File: config.mk
export PLATFORM = sky130hd
export DESIGN_NAME = addsub_serial_hex
export DESIGN_NICKNAME = d
export VERILOG_FILES = /design/src/rtl/addsub_serial_hex.sv
export SDC_FILE = /design/constraint.sdc
export NUM_CORES = 1
export LEC_CHECK = 0
export CORE_MARGIN = 2
export CORE_UTILIZATION = 49
export CTS_CLUSTER_DIAMETER = 100
export DETAILED_ROUTE_END_ITERATION = 12
export PLACE_DENSITY = 0.82
export SYNTH_ARGS = -nofsm -noshare
export SYNTH_HDL_FRONTEND = slang
export SYNTH_SLANG_ARGS = --single-unit
File: constraint.sdc
create_clock -name CLK -period 1.72 [get_ports CLK]
set_input_delay 0.258 -clock CLK [delete_from_list [all_inputs] [get_ports CLK]]
set_output_delay 0.258 -clock CLK [all_outputs]
set_load 0.05 [all_outputs]
File: src/rtl/addsub_serial_hex.sv
// addsub_serial_hex: bit-serial add / subtract / absolute-difference unit.
// B is captured from op_a on a load edge; A is op_a sampled on the start edge.
// The result is formed LSB-first, one full-adder step per clock, and three
// banks of active-low 7-segment digits show live A, stored B and the last result.
// Build option: define ADDSUB_SATURATE_EN to clamp add overflow to all-ones
// and subtract underflow (A-B, B-A) to zero instead of wrapping.
//
// state  | meaning
// S_IDLE | waiting for a start edge; load edges update B
// S_RUN  | one serial add/subtract step per cycle, WIDTH steps
// S_NEG  | |A-B| with A<B: serial 0 - x of the partial result, WIDTH steps
// S_DONE | result/flag just updated; done pulses for this single cycle
module addsub_serial_hex #(
  parameter int WIDTH = 8
) (
  input  logic                   CLK,
  input  logic                   reset,
  input  logic [WIDTH-1:0]       op_a,
  input  logic                   load,
  input  logic                   start,
  input  logic [1:0]             mode,
  output logic                   busy,
  output logic                   done,
  output logic [WIDTH-1:0]       result,
  output logic                   flag,
  output logic [7*WIDTH/4-1:0]   hex_a,
  output logic [7*WIDTH/4-1:0]   hex_b,
  output logic [7*WIDTH/4-1:0]   hex_r
);

  localparam int DIGITS = WIDTH / 4;
  localparam int CW     = (WIDTH > 1) ? $clog2(WIDTH) : 1;

`ifdef ADDSUB_SATURATE_EN
  localparam bit SAT = 1'b1;
`else
  localparam bit SAT = 1'b0;
`endif

  typedef enum logic [1:0] {S_IDLE, S_RUN, S_NEG, S_DONE} state_t;

  state_t           state_q, state_d;
  logic             load_q, start_q;
  logic [WIDTH-1:0] b_q, b_d;
  logic [WIDTH-1:0] x_q, x_d;
  logic [WIDTH-1:0] y_q, y_d;
  logic [WIDTH-1:0] acc_q, acc_d;
  logic             carry_q, carry_d;
  logic             sub_q, sub_d;
  logic [1:0]       mode_q, mode_d;
  logic [CW-1:0]    cnt_q, cnt_d;
  logic [WIDTH-1:0] result_q, result_d;
  logic             flag_q, flag_d;

  logic             load_edge, start_edge;
  logic             y_bit, sum_bit, carry_out, borrow;
  logic             neg_bit, neg_carry;
  logic [WIDTH-1:0] sum_full, neg_full;

  assign load_edge  = load & ~load_q;
  assign start_edge = start & ~start_q;

  // Subtraction adds the inverted subtrahend with carry-in 1.
  assign y_bit     = y_q[0] ^ sub_q;
  assign sum_bit   = x_q[0] ^ y_bit ^ carry_q;
  assign carry_out = (x_q[0] & y_bit) | (x_q[0] & carry_q) | (y_bit & carry_q);
  assign borrow    = sub_q & ~carry_out;
  assign sum_full  = {sum_bit, acc_q[WIDTH-1:1]};

  // Negation 0 - x = ~x + 1, applied bit by bit to the rotating accumulator.
  assign neg_bit   = ~acc_q[0] ^ carry_q;
  assign neg_carry = ~acc_q[0] & carry_q;
  assign neg_full  = {neg_bit, acc_q[WIDTH-1:1]};

  assign busy   = (state_q == S_RUN) || (state_q == S_NEG);
  assign done   = (state_q == S_DONE);
  assign result = result_q;
  assign flag   = flag_q;

  // State, datapath and edge-detect registers.
  always_ff @(posedge CLK or posedge reset) begin
    if (reset) begin
      state_q  <= S_IDLE;
      load_q   <= 1'b0;
      start_q  <= 1'b0;
      b_q      <= '0;
      x_q      <= '0;
      y_q      <= '0;
      acc_q    <= '0;
      carry_q  <= 1'b0;
      sub_q    <= 1'b0;
      mode_q   <= 2'b00;
      cnt_q    <= '0;
      result_q <= '0;
      flag_q   <= 1'b0;
    end else begin
      state_q  <= state_d;
      load_q   <= load;
      start_q  <= start;
      b_q      <= b_d;
      x_q      <= x_d;
      y_q      <= y_d;
      acc_q    <= acc_d;
      carry_q  <= carry_d;
      sub_q    <= sub_d;
      mode_q   <= mode_d;
      cnt_q    <= cnt_d;
      result_q <= result_d;
      flag_q   <= flag_d;
    end
  end

  // Next-state and datapath updates for the serial sequencer.
  always_comb begin
    state_d  = state_q;
    b_d      = b_q;
    x_d      = x_q;
    y_d      = y_q;
    acc_d    = acc_q;
    carry_d  = carry_q;
    sub_d    = sub_q;
    mode_d   = mode_q;
    cnt_d    = cnt_q;
    result_d = result_q;
    flag_d   = flag_q;

    // B is frozen while an operation is in flight.
    if (load_edge && !busy) b_d = op_a;

    case (state_q)
      S_IDLE: begin
        if (start_edge) begin
          // B-A swaps the operand roles so the datapath always computes x - y.
          x_d     = (mode == 2'b11) ? b_q : op_a;
          y_d     = (mode == 2'b11) ? op_a : b_q;
          sub_d   = (mode != 2'b00);
          carry_d = (mode != 2'b00);
          mode_d  = mode;
          acc_d   = '0;
          cnt_d   = CW'(WIDTH - 1);
          state_d = S_RUN;
        end
      end
      S_RUN: begin
        x_d     = x_q >> 1;
        y_d     = y_q >> 1;
        acc_d   = sum_full;
        carry_d = carry_out;
        cnt_d   = cnt_q - 1'b1;
        if (cnt_q == '0) begin
          state_d = S_DONE;
          case (mode_q)
            2'b00: begin
              flag_d   = carry_out;
              result_d = (SAT && carry_out) ? '1 : sum_full;
            end
            2'b10: begin
              if (borrow) begin
                carry_d = 1'b1;
                cnt_d   = CW'(WIDTH - 1);
                state_d = S_NEG;
              end else begin
                flag_d   = |sum_full;
                result_d = sum_full;
              end
            end
            default: begin
              flag_d   = borrow;
              result_d = (SAT && borrow) ? '0 : sum_full;
            end
          endcase
        end
      end
      S_NEG: begin
        acc_d   = neg_full;
        carry_d = neg_carry;
        cnt_d   = cnt_q - 1'b1;
        if (cnt_q == '0) begin
          result_d = neg_full;
          flag_d   = 1'b0;
          state_d  = S_DONE;
        end
      end
      default: begin
        state_d = S_IDLE;
      end
    endcase
  end

  function automatic logic [6:0] seg7(input logic [3:0] d);
    case (d)
      4'h0: seg7 = 7'b0000001;
      4'h1: seg7 = 7'b1001111;
      4'h2: seg7 = 7'b0010010;
      4'h3: seg7 = 7'b0000110;
      4'h4: seg7 = 7'b1001100;
      4'h5: seg7 = 7'b0100100;
      4'h6: seg7 = 7'b0100000;
      4'h7: seg7 = 7'b0001111;
      4'h8: seg7 = 7'b0000000;
      4'h9: seg7 = 7'b0000100;
      4'hA: seg7 = 7'b0001000;
      4'hB: seg7 = 7'b1100000;
      4'hC: seg7 = 7'b0110001;
      4'hD: seg7 = 7'b1000010;
      4'hE: seg7 = 7'b0110000;
      default: seg7 = 7'b0111000;
    endcase
  endfunction

  for (genvar k = 0; k < DIGITS; k++) begin : g_hex
    assign hex_a[7*k+6:7*k] = seg7(op_a[4*k+3:4*k]);
    assign hex_b[7*k+6:7*k] = seg7(b_q[4*k+3:4*k]);
    assign hex_r[7*k+6:7*k] = seg7(result_q[4*k+3:4*k]);
  end

endmodule

-- Word-level counts from Yosys, hierarchy flattened
Memory sizes are Yosys's and may differ from the RTL's.
Cells that the tools add are included.
- register bits: 52
- bits in latches: 0
- memory bits (writable): 0
- memory bits (read-only): 672
- input bits: 14
- logic and storage cells: 96
- memories kept: 6
- add/sub/neg operators: 1
- $mul: 0
- div/mod/pow operators: 0
- magnitude comparators: 0
- eq/ne operators: 9
- shift-type cells: 0
- multiplexer cells: 34
- bitwise logic cells: 17
- reductions and logical operators: 16
- memories (memory ; words ; width ; read ports ; clocked after memory_dff ; write ports ; RTL line ; text):
    (no name shown) ; 16 ; 7 ; 1 ; 0 ; 0 ; 191 ; case (d)
    (no name shown) ; 16 ; 7 ; 1 ; 0 ; 0 ; 191 ;
    (no name shown) ; 16 ; 7 ; 1 ; 0 ; 0 ; 191 ;
    (no name shown) ; 16 ; 7 ; 1 ; 0 ; 0 ; 191 ;
    (no name shown) ; 16 ; 7 ; 1 ; 0 ; 0 ; 191 ;
    (no name shown) ; 16 ; 7 ; 1 ; 0 ; 0 ; 191 ;
- operators by type and width (cell ; count):
    $mux 8 ; 9
    $pmux 8 s2 ; 3
    $pmux 8 s3 ; 1
    $mux 3 ; 4
    $mux 1 ; 9
    $pmux 3 s3 ; 1
    $eq 2x2->1 const B ; 4
    $reduce_or 8->1 ; 1
    $and 1x1->1 ; 7
    $mux 2 ; 3
    $pmux 2 s3 ; 1
    $reduce_and 2->1 ; 3
    $reduce_bool 2->1 ; 3
    $logic_not 2->1 ; 2
    $ne 2x1->1 const B ; 2
    $not 1->1 ; 4
    $pmux 1 s2 ; 2
    $reduce_and 4->1 ; 1
    $xor 1x1->1 ; 4
    $logic_not 3->1 ; 1
    $ne 3x3->1 const B ; 1
    $pmux 1 s3 ; 1
    $reduce_and 3->1 ; 1
    $reduce_bool 3->1 ; 1
    7 further kinds ; 8

-- Depth between registers and ports, before layout
Gate-level depths: netlist (run 1).
- depth in word-level cells: 10
- gate-level depth with buffers: 9

-- Worst setup path after synthesis (run 1)
OpenSTA, ideal clock, no wires.
- kind: register to output
- start point: register result_q[1], in the netlist result[1]
- end point: output port hex_r[4]
- arrival: 2232 ps
- data required time: 1462 ps
- slack: -770 ps
- cell stages (with the launch flop): 4
- path buffers: 0
- path through: dfrtp_1 -> inv_1 -> ha_1 -> o21ai_0
- longest elaborated chain between the ends: 1
- RTL lines (what ; RTL line ; text):
    from (decl) ; 52 ; logic [WIDTH-1:0] result_q, result_d;
    from (signal assigned) ; 108 ; result_q <= result_d;
    $mem_v2 16x7 ; - ;
    to (decl) ; 28 ; output logic [7*WIDTH/4-1:0] hex_r
Every way passes these cells.

-- Worst setup path after layout (run 1)
- start point: register b_q[1]
- end point: output port hex_b[3]
- longest elaborated chain between the ends: 1
- RTL lines (what ; RTL line ; text):
    from (decl) ; 44 ; logic [WIDTH-1:0] b_q, b_d;
    from (signal assigned) ; 86 ; b_q <= '0;
    from (signal assigned) ; 100 ; b_q <= b_d;
    $mem_v2 16x7 ; - ;
    to (decl) ; 27 ; output logic [7*WIDTH/4-1:0] hex_b,
Every way passes these cells.

==> impl_metrics.env, run 1 <==
export IMPL_cts_tree="done"
export IMPL_r2r_slack_ns=-0.27
export IMPL_cp_data_arrival_time_ns=1.84
export IMPL_design_area_um2=7061
export IMPL_setup_violations=43
export IMPL_avgSynthCellArea_um2=9.217
export IMPL_synth_largest_area_cell="dfrtp_1"
export IMPL_place_gp_congestion=0.8989
export IMPL_via_per_inst=5.799
export IMPL_start_util_pct=50.40
export IMPL_clk_latency_ns=0.30
export IMPL_path_cells="inv_2, ha_4, inv_2, mux4_2, buf_8"
export IMPL_synth_seq_cells=52
export IMPL_rr_startpoint="y_q[0]"
export IMPL_p_leak_nw=3.207
export IMPL_drt_iter0_markers=145
export IMPL_numCtsBuffers=5
export IMPL_violations="setup timing"
export IMPL_period_share_pct=122.0
export IMPL_drive_above_1_share_pct=56.11
export IMPL_drv_slew=0
export IMPL_worst_path_max_fanout=3
export IMPL_synthCells=447
export IMPL_path_common_cell="inv_2"
export IMPL_num_vias=4123
export IMPL_tightest_slew_ns=0.3840
export IMPL_ys_warn_count=0
export IMPL_power_mw=13.76
export IMPL_r2r_cells=6
export IMPL_synthArstFlopShare_pct=100.0
export IMPL_htreeDepth=2
export IMPL_wl_met1_um=4943
export IMPL_avgRoutedWirePerCell_um=19.10
export IMPL_route_met3_wl_um=673
export IMPL_crit_path_top_delay_cell="mux4_2"
export IMPL_rsz0062_at_grt="true"
export IMPL_yosys_top_cells_area="dfrtp_1 (32%), ha_1 (13%), mux2i_1 (8.7%)"
export IMPL_cp_top_family="multiplexers"
export IMPL_fin_setup_tns_ns=-8.050
export IMPL_antenna_found_initial=0
export IMPL_synth_cell_types=50
export IMPL_final_nets=664
export IMPL_cp_num_buf_inv=3
export IMPL_drt_total_wl_um=13580
export IMPL_boundaryPins=67
export IMPL_p_per_area_nw_per_um2=1948
export IMPL_path_clk_slew_ns=0.09
export IMPL_startpoint="b_q[1]"
export IMPL_n_antenna_cell=0
export IMPL_route_detailed_drc=0
export IMPL_dr_pass1_iters=4
export IMPL_post_route_util_pct=86.36
export IMPL_hp_class="in -> async"
export IMPL_ys_seq_area_share_pct=31.58
export IMPL_top_layer_used="met4"
export IMPL_grt_pass1_wl_um=18930
export IMPL_end_kind="output port"
export IMPL_cts_root_buf="clkbuf_8"
export IMPL_syn_nets=506
export IMPL_synth_top_flop_cell="dfrtp_1"
export IMPL_rr_endpoint="result[3]"
export IMPL_core_um2=8175
export IMPL_syn2layout_area_growth_pct=71.36
export IMPL_relSlewSlack_pct=74.40
export IMPL_clock_sinks=52
export IMPL_outcome="finished with violations"
export IMPL_grt_pass1_vias=4010
export IMPL_placed_area_um2=6021
export IMPL_dp_hpwl_um=7579
export IMPL_hold_buffers=0
export IMPL_cts_buffer_depth=2
export IMPL_dp_cells=669
export IMPL_met2_length_um=7494
export IMPL_synth_edf_count=0
export IMPL_critPathKind="reg -> out"
export IMPL_grt_start_max_net_pins=53
export IMPL_die_h_um=95.70
export IMPL_synth_top_area_share_pct=31.58
export IMPL_cp_depth=5
export IMPL_rows=33
export IMPL_die_w_um=95.70
export IMPL_grtUsageTotal_pct=26.30
export IMPL_max_stage_delay_ns=0.47
export IMPL_finClkSkew_ns=0.002215
export IMPL_cap_violations=0
export IMPL_antenna_left=0
export IMPL_port_buffers=66
export IMPL_syn_area_um2=4120
export IMPL_startpoint_type="flip-flop"
export IMPL_overflow=0
export IMPL_critPathCapture="hex_b[3]"
export IMPL_peakVddDrop_mv=1.894
export IMPL_crit_required_ns=1.46
export IMPL_finalWorstSetupSlack_ns=-0.3781
export IMPL_max_freq_ghz=0.4766
export IMPL_min_period_ns=2.098
export IMPL_stdcell_count=711
export IMPL_fp_dieArea_um2=9158
export IMPL_hold_violations=0
==> cell type report <==
type,count,area [um^2]
clock buffer,5,68.82
timing repair buffer,177,2027
inverter,31,138.9
clock inverter,3,42.54
multi-input combinational,338,3339
tap,105,131.4
fill,364,1115
sequential,52,1313
==> synth_stat cells, types with 7 or more instances <==
cell type and number:
nand3_1 12, dfrtp_1 52, inv_1 30, nor2_1 33, nor2b_1 7, a21oi_1 12
o21ai_0 43, mux2_2 22, nand2_1 56, nand2b_1 9, clkbuf_1 17, mux2i_1 36
ha_1 44
==> routing by layer <==
layer	GRT usage (%)	up-vias
met2	51.17	165
met4	9.167	0
met3	4.229	45
li1	-	1883
met1	28.47	2030
met5	0	-
==> worst min-delay path by stage <==
stage,endpoint,depth (start not counted),startpoint
after detailed placement,x_q[7],2,x_q[7]
after floorplan,load_q,0,load
after CTS,acc_q[3],3,reset
final,acc_q[3],3,reset
after global routing,result[1],3,reset
after global placement,y_q[7],2,y_q[7]
==> through the flow <==
step | worst slack (ns) | hold slack, ns
final | -0.3781 | 0.2979
after global routing | -0.4443 | 0.3220
after detailed placement | -0.4440 | 0.4752
after floorplan | -0.1354 | 0.2894
after global placement | -0.3864 | 0.4620
after CTS | -0.2949 | 0.3171
==> flip-flops by register name, summed over array words and instances, names as in the netlist <==
name	flops
x_q	8
result	8
acc_q	8
load_q	1
state_q	2
mode_q	2
flag	1
y_q	8
cnt_q	3
sub_q	1
start_q	1
carry_q	1
b_q	8
==> power breakdown <==
group          switching, mW  internal (mW)  total (mW)
clock                  0.414          0.431       0.845
combinational           5.48           5.27        10.7
sequential             0.467           1.70        2.17
total                   6.36           7.40        13.8
==> cell usage in the layout (no fill, tap or decap), types with 6 or more instances in the layout <==
master,instances
buf_4,92
nand2_1,52
buf_12,44
dfrtp_1,43
mux2i_1,28
nor2_1,27
o21ai_0,26
buf_6,23
ha_4,22
mux2_2,20
ha_1,18
inv_1,11
nand3_1,11
inv_2,10
mux2_4,9
inv_4,9
o21ai_2,9
dfrtp_2,9
nand2b_1,8
a21oi_2,8
clkdlybuf4s50_1,7
buf_8,6
==> worst register-to-register path: stages (launching register included) <==
cell and delay (ns):
dfrtp_1 0.43, xnor2_2 0.18, fa_2 0.22, and4b_2 0.27, a21oi_2 0.08, o21ai_4 0.32
mux2_2 0.38
==> cell families after synthesis <==
group | Yosys count | share of synthesized area [%]
compound gates | 90 | 13.67
xor+xnor | 1 | 0.2126
fa+ha+maj | 45 | 13.85
buf+inv | 57 | 5.648
flops | 52 | 31.58
mux | 70 | 19.95
simple gates | 132 | 15.09
==> what timing repair did <==
action / CTS / global route
pin swaps: 23 / 29
setup buffers: 20 / 19
endpoints found under the setup margin: 64 / 71
hold endpoints to repair: 0 / 0
resized for setup: 107 / 76
Note: power is estimated with default switching activity, not from simulation.
==> run 2: changes to the inputs <==
TNS_END_PERCENT = 10   (was unset)
==> run 2 against run 1 <==
Net effect:
- the run still ends with setup timing left
- critical endpoint is now hex_b[0]
- fmax is essentially flat
- non-clock buffer count shrank 26
- clock-buffer cell count is the same
==> impl_metrics.env, run 2 (synthesized netlist as in run 1, its figures left out) <==
export IMPL_rr_startpoint="y_q[0]"
export IMPL_clock_sinks=52
export IMPL_p_per_area_nw_per_um2=1964
export IMPL_start_util_pct=50.40
export IMPL_place_gp_congestion=0.8714
export IMPL_die_h_um=95.70
export IMPL_rr_endpoint="result[7]"
export IMPL_finalWorstSetupSlack_ns=-0.3790
export IMPL_fp_dieArea_um2=9158
export IMPL_outcome="finished with violations"
export IMPL_min_period_ns=2.099
export IMPL_end_kind="output port"
export IMPL_dr_pass1_iters=5
export IMPL_drt_iter0_markers=135
export IMPL_hp_class="in -> async"
export IMPL_tightest_slew_ns=0.3780
export IMPL_cap_violations=0
export IMPL_r2r_cells=7
export IMPL_period_share_pct=122.0
export IMPL_n_antenna_cell=0
export IMPL_startpoint_type="flip-flop"
export IMPL_final_cell_mix="buf_4 (72), nand2_1 (52), buf_12 (46)"
export IMPL_antenna_left=0
export IMPL_drive_above_1_share_pct=50.34
export IMPL_clk_latency_ns=0.32
export IMPL_rsz0062_at_grt="true"
export IMPL_drt_total_wl_um=12420
export IMPL_hold_violations=0
export IMPL_final_nets=638
export IMPL_numCtsBuffers=5
export IMPL_rows=33
export IMPL_cts_root_buf="clkbuf_8"
export IMPL_syn2layout_area_growth_pct=60.25
export IMPL_route_detailed_drc=0
export IMPL_grtUsageTotal_pct=24.87
export IMPL_r2r_slack_ns=-0.29
export IMPL_dp_cells=663
export IMPL_max_freq_ghz=0.4764
export IMPL_violations="setup timing"
export IMPL_core_um2=8175
export IMPL_avgRoutedWirePerCell_um=18.13
export IMPL_antenna_found_initial=0
export IMPL_finClkSkew_ns=0.008983
export IMPL_setup_violations=46
export IMPL_grt_start_max_net_pins=31
export IMPL_hold_buffers=0
export IMPL_peakVddDrop_mv=2.099
export IMPL_boundaryPins=67
export IMPL_cp_data_arrival_time_ns=1.84
export IMPL_power_mw=12.97
export IMPL_post_route_util_pct=80.76
export IMPL_dp_hpwl_um=7376
export IMPL_path_clk_slew_ns=0.10
export IMPL_via_per_inst=5.768
export IMPL_critPathKind="reg -> out"
export IMPL_overflow=0
export IMPL_grt_pass1_wl_um=18240
export IMPL_grt_pass1_vias=3907
export IMPL_stdcell_count=685
export IMPL_die_w_um=95.70
export IMPL_relSlewSlack_pct=74.54
export IMPL_htreeDepth=2
export IMPL_worst_path_max_fanout=4
export IMPL_cts_tree="done"
export IMPL_crit_required_ns=1.46
export IMPL_num_vias=3951
export IMPL_cts_buffer_depth=2
export IMPL_drv_slew=0
export IMPL_p_leak_nw=3.073
export IMPL_port_buffers=66
export IMPL_final_common_cell="buf_4"
[run 2: changes by cell type in the layout (fill, tap and decap cells not counted), moves of 3 or more]
cell            previous run  this run
ha_1                      18        22
dlymetal6s2s_1             0         4
inv_4                      9         6
nor2_2                     5         2
mux2i_1                   28        32
buf_4                     92        72
a21oi_2                    8         5
buf_6                     23        14
mux2i_4                    5         0
a21oi_1                    1         6
ha_4                      22        16
[run 2: repair_timing]
item	CTS	global route
resized for setup	92	60
pin swaps	15	16
buffers inserted	6	9
endpoints found under the setup margin	67	80
[run 2: layout make-up]
| class | instances | area (um^2) |
|---|---|---|
| clock buffers | 5 | 68.82 |
| inverters | 31 | 131.4 |
| well taps | 105 | 131.4 |
| fillers | 432 | 1573 |
| flip-flops and latches | 52 | 1315 |
| repair buffers | 151 | 1849 |
| clock inverters | 3 | 25.02 |
| multi-input cells | 338 | 3082 |
[run 2: critical path: stages, from the launching register on]
cell and delay, ns:
dfrtp_1 0.46, buf_4 0.19, ha_2 0.20, nor2b_1 0.15
a21oi_1 0.23, o22ai_2 0.13, buf_12 0.16
[run 2: worst max path at each step]
stage	cells past startpoint	slack, ns	end	from
detailed placement	6	-0.49	hex_a[10]	op_a[4]
global route	5	-0.41	hex_b[3]	b_q[0]
global placement	6	-0.39	hex_a[10]	op_a[4]
floorplan	4	-0.32	hex_a[1]	op_a[2]
finish	6	-0.38	hex_b[0]	b_q[0]
CTS	4	-0.31	hex_b[3]	b_q[0]
[run 2: per-stage QoR]
step                      instance area (um^2)  hold slack (ns)  setup TNS, ns  setup slack [ns]
final                                     6603           0.1756         -8.668           -0.3790
after CTS                                 6284           0.1792         -8.373           -0.3125
after detailed placement                  5864           0.4755         -6.683           -0.4893
after global placement                    5864           0.4633         -4.734           -0.3936
after floorplan                           4213           0.2894         -8.926           -0.3232
after global routing                      6603           0.1938         -11.32           -0.4149
[run 2: per-layer routing]
metal	track usage [%]	part of all wire (%)	vias up
li1	-	-	1817
met1	28.87	37	1931
met2	46.21	55	165
met3	4.385	4.6	38
met4	7.976	3.5	0
met5	0	0	-
[run 2: power by group]
part / switching [mW] / internal (mW)
sequential: 0.493 / 1.70
clock: 0.460 / 0.298
combinational: 5.21 / 4.81
